### src/rtl/ahb_lite_master_if.sv
// Command stream and AHB-Lite bus bundle for ahb_lite_master.
// master modport is the initiator view; slave modport is the bus/user side.
interface ahb_lite_master_if #(
    parameter int ADDR_W = 32
);
    logic              cmd_valid;
    logic              cmd_ready;
    logic              cmd_write;
    logic [1:0]        cmd_size;
    logic [ADDR_W-1:0] cmd_addr;
    logic [31:0]       cmd_wdata;
    logic              rsp_valid;
    logic [31:0]       rsp_rdata;
    logic              rsp_err;
    logic [ADDR_W-1:0] HADDR;
    logic [1:0]        HTRANS;
    logic              HWRITE;
    logic [2:0]        HSIZE;
    logic [31:0]       HWDATA;
    logic [31:0]       HRDATA;
    logic              HREADY;
    logic              HRESP;

    modport master (
        input  cmd_valid, cmd_write, cmd_size,
        input  cmd_addr, cmd_wdata,
        input  HRDATA, HREADY, HRESP,
        output cmd_ready, rsp_valid, rsp_rdata, rsp_err,
        output HADDR, HTRANS, HWRITE, HSIZE, HWDATA
    );

    modport slave (
        output cmd_valid, cmd_write, cmd_size,
        output cmd_addr, cmd_wdata,
        output HRDATA, HREADY, HRESP,
        input  cmd_ready, rsp_valid, rsp_rdata, rsp_err,
        input  HADDR, HTRANS, HWRITE, HSIZE, HWDATA
    );
endinterface

### src/rtl/ahb_lite_master.sv
// AHB-Lite initiator: valid/ready commands to pipelined NONSEQ transfers.
// AHB_MASTER_TIMEOUT_EN adds a sticky timeout output and TO_W wait counter.
module ahb_lite_master #(
    parameter int ADDR_W = 32
`ifdef AHB_MASTER_TIMEOUT_EN
    , parameter int TO_W = 8
`endif
) (
    input  logic HCLK,
    input  logic HRESETn,
`ifdef AHB_MASTER_TIMEOUT_EN
    output logic timeout,
`endif
    ahb_lite_master_if.master bus
);
    typedef enum logic [1:0] {
        C_IDLE,
        C_WAIT,
        C_RSP
    } cst_t;

    cst_t cst, cst_nx;

    logic              a_valid;
    logic              a_write;
    logic [2:0]        a_size;
    logic [ADDR_W-1:0] a_addr;
    logic [31:0]       a_wdata;
    logic              d_valid;
    logic              d_write;
    logic [2:0]        d_size;
    logic [1:0]        d_lo;
    logic [31:0]       d_wdata;
    logic              rsp_valid_q;
    logic              rsp_err_q;
    logic [31:0]       rsp_rdata_q;

    logic              cancel_cycle;
    logic              accept;
    logic              cancel_rsp;
    logic [2:0]        c_hsize;
    logic [ADDR_W-1:0] c_addr;
    logic [31:0]       c_wdata;
    logic [31:0]       rd_sh;
    logic [31:0]       rd_lane;

    // First ERROR cycle of a two-cycle response kills the queued A command
    assign cancel_cycle = d_valid & bus.HRESP & ~bus.HREADY;
    assign bus.cmd_ready = bus.HREADY & ~cancel_cycle;
    assign accept = bus.cmd_valid & bus.cmd_ready;
    assign cancel_rsp = (cst == C_RSP);

    assign bus.HTRANS = {a_valid, 1'b0};
    assign bus.HADDR = a_addr;
    assign bus.HWRITE = a_write;
    assign bus.HSIZE = a_size;
    assign bus.HWDATA = d_wdata;
    assign bus.rsp_valid = rsp_valid_q;
    assign bus.rsp_err = rsp_err_q;
    assign bus.rsp_rdata = rsp_rdata_q;

    always_comb begin
        c_hsize = 3'd2;
        c_addr = bus.cmd_addr;
        c_wdata = bus.cmd_wdata;
        unique case (1'b1)
            (bus.cmd_size == 2'd0): begin
                c_hsize = 3'd0;
                c_wdata = {4{bus.cmd_wdata[7:0]}};
            end
            (bus.cmd_size == 2'd1): begin
                c_hsize = 3'd1;
                c_addr[0] = 1'b0;
                c_wdata = {2{bus.cmd_wdata[15:0]}};
            end
            default: c_addr[1:0] = 2'b00;
        endcase
    end

    always_comb begin
        rd_lane = '0;
        rd_sh = bus.HRDATA >> {d_lo, 3'b000};
        if (!d_write) begin
            unique case (1'b1)
                (d_size == 3'd0): rd_lane = {24'h0, rd_sh[7:0]};
                (d_size == 3'd1): rd_lane = {16'h0, rd_sh[15:0]};
                default:          rd_lane = bus.HRDATA;
            endcase
        end
    end

    always_comb begin
        cst_nx = cst;
        unique case (cst)
            C_IDLE: if (cancel_cycle && a_valid) cst_nx = C_WAIT;
            C_WAIT: if (bus.HREADY) cst_nx = C_RSP;
            C_RSP:  cst_nx = C_IDLE;
            default: cst_nx = C_IDLE;
        endcase
    end

    always_ff @(posedge HCLK) begin
        if (!HRESETn) begin
            cst <= C_IDLE;
            a_valid <= 1'b0;
            a_write <= 1'b0;
            a_size <= '0;
            a_addr <= '0;
            a_wdata <= '0;
            d_valid <= 1'b0;
            d_write <= 1'b0;
            d_size <= '0;
            d_lo <= '0;
            d_wdata <= '0;
            rsp_valid_q <= 1'b0;
            rsp_err_q <= 1'b0;
            rsp_rdata_q <= '0;
        end else begin
            cst <= cst_nx;
            rsp_valid_q <= 1'b0;
            if (bus.HREADY) begin
                d_valid <= a_valid;
                d_write <= a_write;
                d_size <= a_size;
                d_lo <= a_addr[1:0];
                d_wdata <= a_wdata;
                a_valid <= accept;
                if (accept) begin
                    a_write <= bus.cmd_write;
                    a_size <= c_hsize;
                    a_addr <= c_addr;
                    a_wdata <= c_wdata;
                end
            end else if (cancel_cycle) begin
                a_valid <= 1'b0;
            end
            if (bus.HREADY && d_valid) begin
                rsp_valid_q <= 1'b1;
                rsp_err_q <= bus.HRESP;
                rsp_rdata_q <= rd_lane;
            end else if (cancel_rsp) begin
                rsp_valid_q <= 1'b1;
                rsp_err_q <= 1'b1;
                rsp_rdata_q <= '0;
            end
        end
    end

`ifdef AHB_MASTER_TIMEOUT_EN
    logic [TO_W-1:0] to_cnt;
    logic [TO_W-1:0] to_nx;
    logic            to_q;

    assign to_nx = to_cnt + TO_W'(1);
    assign timeout = to_q;

    always_ff @(posedge HCLK) begin
        if (!HRESETn) begin
            to_cnt <= '0;
            to_q <= 1'b0;
        end else if (bus.HREADY) begin
            to_cnt <= '0;
        end else if (d_valid && !(&to_cnt)) begin
            to_cnt <= to_nx;
            if (&to_nx) to_q <= 1'b1;
        end
    end
`else
`endif
endmodule

### src/flat_wrapper.sv
// flat-port wrapper written by rule: the top's interface ports become plain ports
module ahb_lite_master_flat 
#(
    parameter int ADDR_W = 32

)
  (HCLK, HRESETn, bus_cmd_valid, bus_cmd_write, bus_cmd_size, bus_cmd_addr, bus_cmd_wdata, bus_HRDATA, bus_HREADY, bus_HRESP, bus_cmd_ready, bus_rsp_valid, bus_rsp_rdata, bus_rsp_err, bus_HADDR, bus_HTRANS, bus_HWRITE, bus_HSIZE, bus_HWDATA);
  ahb_lite_master_if #(.ADDR_W(ADDR_W)) bus_i ();
  input  logic HCLK;
  input  logic HRESETn;
  input wire logic [$bits(bus_i.cmd_valid)-1:0] bus_cmd_valid;
  input wire logic [$bits(bus_i.cmd_write)-1:0] bus_cmd_write;
  input wire logic [$bits(bus_i.cmd_size)-1:0] bus_cmd_size;
  input wire logic [$bits(bus_i.cmd_addr)-1:0] bus_cmd_addr;
  input wire logic [$bits(bus_i.cmd_wdata)-1:0] bus_cmd_wdata;
  input wire logic [$bits(bus_i.HRDATA)-1:0] bus_HRDATA;
  input wire logic [$bits(bus_i.HREADY)-1:0] bus_HREADY;
  input wire logic [$bits(bus_i.HRESP)-1:0] bus_HRESP;
  output wire logic [$bits(bus_i.cmd_ready)-1:0] bus_cmd_ready;
  output wire logic [$bits(bus_i.rsp_valid)-1:0] bus_rsp_valid;
  output wire logic [$bits(bus_i.rsp_rdata)-1:0] bus_rsp_rdata;
  output wire logic [$bits(bus_i.rsp_err)-1:0] bus_rsp_err;
  output wire logic [$bits(bus_i.HADDR)-1:0] bus_HADDR;
  output wire logic [$bits(bus_i.HTRANS)-1:0] bus_HTRANS;
  output wire logic [$bits(bus_i.HWRITE)-1:0] bus_HWRITE;
  output wire logic [$bits(bus_i.HSIZE)-1:0] bus_HSIZE;
  output wire logic [$bits(bus_i.HWDATA)-1:0] bus_HWDATA;
  assign bus_i.cmd_valid = bus_cmd_valid;
  assign bus_i.cmd_write = bus_cmd_write;
  assign bus_i.cmd_size = bus_cmd_size;
  assign bus_i.cmd_addr = bus_cmd_addr;
  assign bus_i.cmd_wdata = bus_cmd_wdata;
  assign bus_i.HRDATA = bus_HRDATA;
  assign bus_i.HREADY = bus_HREADY;
  assign bus_i.HRESP = bus_HRESP;
  assign bus_cmd_ready = bus_i.cmd_ready;
  assign bus_rsp_valid = bus_i.rsp_valid;
  assign bus_rsp_rdata = bus_i.rsp_rdata;
  assign bus_rsp_err = bus_i.rsp_err;
  assign bus_HADDR = bus_i.HADDR;
  assign bus_HTRANS = bus_i.HTRANS;
  assign bus_HWRITE = bus_i.HWRITE;
  assign bus_HSIZE = bus_i.HSIZE;
  assign bus_HWDATA = bus_i.HWDATA;
  ahb_lite_master #(.ADDR_W(ADDR_W)) u_core (.HCLK(HCLK), .HRESETn(HRESETn), .bus(bus_i));
endmodule
### config.mk
export PLATFORM = sky130hd
export DESIGN_NAME = ahb_lite_master_flat
export DESIGN_NICKNAME = d
export VERILOG_FILES = /design/src/rtl/ahb_lite_master_if.sv /design/src/rtl/ahb_lite_master.sv /design/src/flat_wrapper.sv
export SDC_FILE = /design/constraint.sdc
export NUM_CORES = 1
export LEC_CHECK = 0
export BUFFER_PORTS_ARGS = -buffer_cell sky130_fd_sc_hd__buf_2
export CAP_MARGIN = 10
export CORE_MARGIN = 8
export CORE_UTILIZATION = 39
export CTS_CLUSTER_SIZE = 16
export DETAILED_ROUTE_END_ITERATION = 10
export GPL_ROUTABILITY_DRIVEN = 0
export GPL_TIMING_DRIVEN = 0
export PLACE_DENSITY = 0.63
export RECOVER_POWER = 100
export SLEW_MARGIN = 20
export SYNTH_ARGS = -nofsm -noshare
export SYNTH_HDL_FRONTEND = slang
export SYNTH_SLANG_ARGS = --single-unit
### constraint.sdc
create_clock -name HCLK -period 1.7 [get_ports HCLK]
set_input_delay 0.085 -clock HCLK [delete_from_list [all_inputs] [get_ports HCLK]]
set_output_delay 0.085 -clock HCLK [all_outputs]
set_load 0.02 [all_outputs]
Word-level counts from Yosys, hierarchy flattened:

Cells that the tools add are included.
Widths: inputs -> output; s select.

* reduce and logical (&&, ||, !) cells: 10
* equal/unequal tests: 6
* multiplexer cells: 17
* bitwise logic cells: 6
* shift operators: 1

Operators by type and width (number)
* $pmux 32 s2: 2
* $mux 32: 3
* $shr 32x5->16: 1
* $mux 1: 8
* $pmux 2 s2: 2
* $and 1x1->1: 4
* $eq 2x1->1 const B: 2
* $logic_not 2->1: 2
* $mux 2: 2
* $reduce_and 2->1: 2
* $reduce_bool 2->1: 2
* $eq 3x1->1 const B: 1
* $logic_not 3->1: 1
* $eq 2x2->1 const B: 1
* $logic_and 1x1->1: 2
* $ne 2x1->1 const B: 1
* $ne 2x2->1 const B: 1
* $not 1->1: 2
* $reduce_or 2->1: 1

* input bits: 104
* word-level logic and storage cells: 54
* output and inout bits: 105
* bits in registers: 144

Logic depth before layout (Yosys ltp):

* depth after elaboration: 6
* gate-level depth with buffers: 6
* gate-level depth less buffers: 3

Least setup slack after synthesis:

OpenSTA, ideal clock, no wires.

* path kind: register -> register
* start: reg u_core.d_lo[0]
* end: reg u_core.rsp_rdata_q[15] (netlist: u_core.bus.rsp_rdata[15])
* setup time: 131 ps
* clock period less this slack: 1330 ps
* path buffers: 2
* arrival: 1199 ps
* stages on the path, launching flop included: 6
* data required time: 1569 ps
* setup slack: 370 ps
* path through: dfxtp_1 buf_2 buf_1 mux2i_1 a2bb2oi_1 o22ai_2

* word-level cells in the longest chain between the ends: 4

Ends and longest elaborated chain
* start, declared: line ahb_lite_master.sv:32 `logic [1:0] d_lo;`
* start signal, assigned: line ahb_lite_master.sv:125 `d_lo <= a_addr[1:0];`
* $shr 32x5->16: line ahb_lite_master.sv:82 `rd_sh = bus.HRDATA >> {d_lo, 3'b000};`
* $pmux 32 s2: line ahb_lite_master.sv:84 `unique case (1'b1)`
* $mux 32: line ahb_lite_master.sv:83 `if (!d_write) begin`
* $mux 32: line ahb_lite_master.sv:137 `if (bus.HREADY && d_valid) begin`
* end signal, assigned: line ahb_lite_master.sv:140 `rsp_rdata_q <= rd_lane;`
* end, declared: line ahb_lite_master.sv:36 `logic [31:0] rsp_rdata_q;`

Every way passes these cells.
A chain may end at the register's enable or synchronous reset.

Worst setup path after layout:

* start: reg u_core.d_valid
* end: reg u_core.rsp_rdata_q[13] (netlist: u_core.bus.rsp_rdata[13])

* word-level cells in the longest chain between the ends: 2
* elaborated cells between the ends (all ways): 3
* those cells by class: mux: 1; reduce/logical: 2

Ends and longest elaborated chain
* start, declared: line ahb_lite_master.sv:29 `logic d_valid;`
* start signal, assigned: line ahb_lite_master.sv:122 `d_valid <= a_valid;`
* $logic_and 1x1->1 (*): line ahb_lite_master.sv:137
* $mux 32 or $reduce_bool 2->1 (tied branches)

Every way passes the cells marked *; elsewhere a longest branch is shown, timed or not.

==> reports/qor.yml <==
portBuffers: 205
syn_inst: 643
h-tree-depth: 4
slew_violations: 0
dr.pass1.iters: 4
place_ws_ns: 0.115
r2r-start: "u_core.d_valid$_SDFFE_PN0P_"
clock_latency_ns: 0.42
worstHoldPathType: "in2reg"
synth_common_cells: "142 x dfxtp_1, 94 x nand2_1, 80 x nor2_1"
rrSetupSlack_ns: 0.19
avgRoutedWirePerCell_um: 17.8
worstMarginPinSlew_ns: 0.818
drt-total-wl_um: 20300
grt_max_degree: 17
synth_edf_count: 0
hold_end: "u_core.bus.rsp_rdata[25]$_SDFFE_PN0P_"
yosys_most_used_dff: "dfxtp_1"
status: "complete, no violations"
path_cells: "nand2_2, clkbuf_1, a32oi_1, o22ai_2"
min_path_cells: 3
die_w_um: 139
synthXorXnorAreaFrac: 0
start_kind: "flop"
busiest_layer: "met2"
reg2reg_depth: 4
critPathTopFamily: "flip-flops"
critPathCaptureType: "flop"
crit_slowest_cell: "dfxtp_1"
seq_area_frac_synth: 0.482
die_h_um: 139
setup_viol: 0
power_density_nw_per_um2: 974
drc_errors: 0
finalHoldViolCount: 0
yosysWarnings: 0
critPathMaxStageDelay_ns: 0.47
drive_above_1_share: 0.192
crit_fanout: 10
rsz0062_at_grt: "no"
antenna_found_initial: 2
root_buffer: "clkbuf_16"
muxShareOfSynthArea: 0.107
cts_buffer_depth: 2
ir_drop_mv: 0.633
fin_crit_sh: 0.890
cts_tree: "yes"
cts_buffers: 17
drtIter0Drc: 348
n_antenna_cell: 0
criticalPathCategory: "reg2reg"
yosysTopAreaCell: "dfxtp_1"
synth_fa_ha_area_frac: 0
cts.clk_slew.worst_paths_ns: 0.06
syn-cell-area_um2: 5900
fin_setup_tns_ns: 0
cts_sinks: 142
maxCapViolCount: 0
synth_compound_area_frac: 0.197
critPathRequiredTime_ns: 1.97
ys_ff_latch: 142
critPathBufInv: 1
grt_util_met2: 0.343
leakage_nw: 3.36
post_synth.cell_area_avg_um2: 9.17
grt_pass1_vias: 5936
multi_input_area_um2: 2700
synth_top_area_share: 0.482
use_met3: 0.0892
met1_usage: 0.239
fin_worst_skew_ns: 0.00997
relSlewSlack: 0.454
min_from: "bus_HRDATA[25]"
antenna_left: 0
start_util: 0.394
viasPerCell: 5.06
ff_latch_area_um2: 2840
track_usage: 0.209
filler_cell_count: 1439
synth_top_family_by_area: "compound AO/OA/AOI/OAI gates"
yosysUniqueCellTypes: 41
fin_nets: 1041
fmax_mhz: 661
grt.overflow.total: 0
period_minus_slack_ns: 1.51
dp_hpwl_um: 15000
syn_to_final_growth_pct: 40.4
reg2reg_to: "u_core.bus.rsp_rdata[13]$_SDFFE_PN0P_"
grt_pass1_wl_um: 32400
cp.arrival_ns: 1.79
worst_slack_ns: 0.187
rows: 45
synth_most_common_cell: "dfxtp_1"
yosys.area_share.simple: 0.153
core-area_um2: 15000
synthArstFlopShare: 0
synth_area_leaders: "dfxtp_1 48%, mux2i_1 11%, nand2_1 6.0%"
die_area_um2: 19300
vias: 5757
pin_count: 209
-- through the flow --
| stage | util | std cells | total power (W) | hold slack (ns) | area [µm²] |
|---|---|---|---|---|---|
| floorplan | - | 644 | 0.00403 | 0.218 | 5900 |
| global placement | 0.478 | 1037 | 0.00439 | 0.326 | 7160 |
| detailed placement | 0.478 | 1037 | 0.00439 | 0.330 | 7160 |
| CTS | 0.563 | 1138 | 0.00814 | 0.00308 | 8430 |
| global route | 0.553 | 1138 | 0.00837 | 0.0108 | 8280 |
| finish | 0.553 | 1138 | 0.00807 | 0.00747 | 8280 |
-- sequential cells by signal, indices dropped and copies added (netlist names) --
signal                flops
u_core.bus.HWRITE         1
u_core.bus.rsp_valid      1
u_core.d_valid            1
u_core.bus.rsp_rdata     32
u_core.a_wdata           32
u_core.d_size             2
u_core.a_valid            1
u_core.bus.rsp_err        1
u_core.d_write            1
u_core.d_lo               2
u_core.bus.HWDATA        32
u_core.bus.HSIZE          2
u_core.cst                2
u_core.bus.HADDR         32
-- cells in the final DEF, fill, tap and decap left out, types with 11 or more instances in the layout --
| cell | synthesis | final |
|---|---|---|
| dfxtp_1 | 142 | 142 |
| clkbuf_1 | 21 | 136 |
| buf_2 | 28 | 112 |
| nand2_1 | 94 | 94 |
| nor2_1 | 80 | 80 |
| dlygate4sd3_1 | 0 | 69 |
| mux2i_1 | 62 | 62 |
| a21oi_1 | 55 | 55 |
| a32oi_1 | 24 | 24 |
| clkbuf_16 | 0 | 17 |
| clkbuf_2 | 0 | 11 |
-- metal layers --
layer,part of all wire,wire length [µm],vias to the layer above
met5,0.0011,22,-
met4,0.015,299,4
met3,0.088,1790,26
met2,0.47,9620,223
met1,0.42,8580,2645
li1,-,-,2859
-- area by class of cell --
type	instances	area share
clock inverters	14	0.0175
flip-flops and latches	142	0.343
well taps	188	0.0284
clock buffers	18	0.0518
plain buffers	63	0.0370
inverters	10	0.00453
repair buffers	274	0.191
multi-input cells	429	0.326
-- timing repair --
| action | in CTS | in global routing |
|---|---|---|
| endpoints found under the hold margin | 72 | 0 |
| hold buffers | 69 | 0 |
| buffers inserted | 0 | 0 |
| setup endpoints to repair | 0 | 13 |
| resized for setup | 0 | 7 |
-- tightest hold or removal path, delay by kind of cell --
family	cells	cell delay, ns
AND/OR/NAND/NOR	1	0.09
buffers and inverters	1	0.14
AO/OA/AOI/OAI	1	0.07
-- how the worst max path moves through the flow --
stage / to / from / slack [ns] / depth (start not counted)
after global placement: u_core.bus.rsp_rdata[9]$_SDFFE_PN0P_ / u_core.d_lo[1]$_SDFFE_PN0P_ / 0.12 / 4
after global routing: u_core.bus.rsp_rdata[13]$_SDFFE_PN0P_ / u_core.d_valid$_SDFFE_PN0P_ / 0.05 / 4
after detailed placement: u_core.bus.rsp_rdata[9]$_SDFFE_PN0P_ / u_core.d_lo[1]$_SDFFE_PN0P_ / 0.11 / 4
after CTS: u_core.bus.rsp_rdata[15]$_SDFFE_PN0P_ / u_core.d_lo[0]$_SDFFE_PN0P_ / 0.10 / 5
final: u_core.bus.rsp_rdata[13]$_SDFFE_PN0P_ / u_core.d_valid$_SDFFE_PN0P_ / 0.19 / 4
after floorplan: u_core.bus.rsp_rdata[15]$_SDFFE_PN0P_ / u_core.d_lo[0]$_SDFFE_PN0P_ / 0.37 / 5
-- cells by family (layout without fill, tap and decap cells) --
family | after synthesis | in the layout
buf+inv | 73 | 379
compound gates | 159 | 159
other cells | 1 | 2
mux | 63 | 63
flops | 142 | 142
simple gates | 205 | 205
-- power breakdown --
part / internal [W] / total, W / switching (W)
sequential: 0.00344 / 0.00350 / 0.0000632
clock: 0.00216 / 0.00364 / 0.00148
combinational: 0.000402 / 0.000924 / 0.000522
total: 0.00600 / 0.00807 / 0.00207
Power figures use the tool's default switching activity.
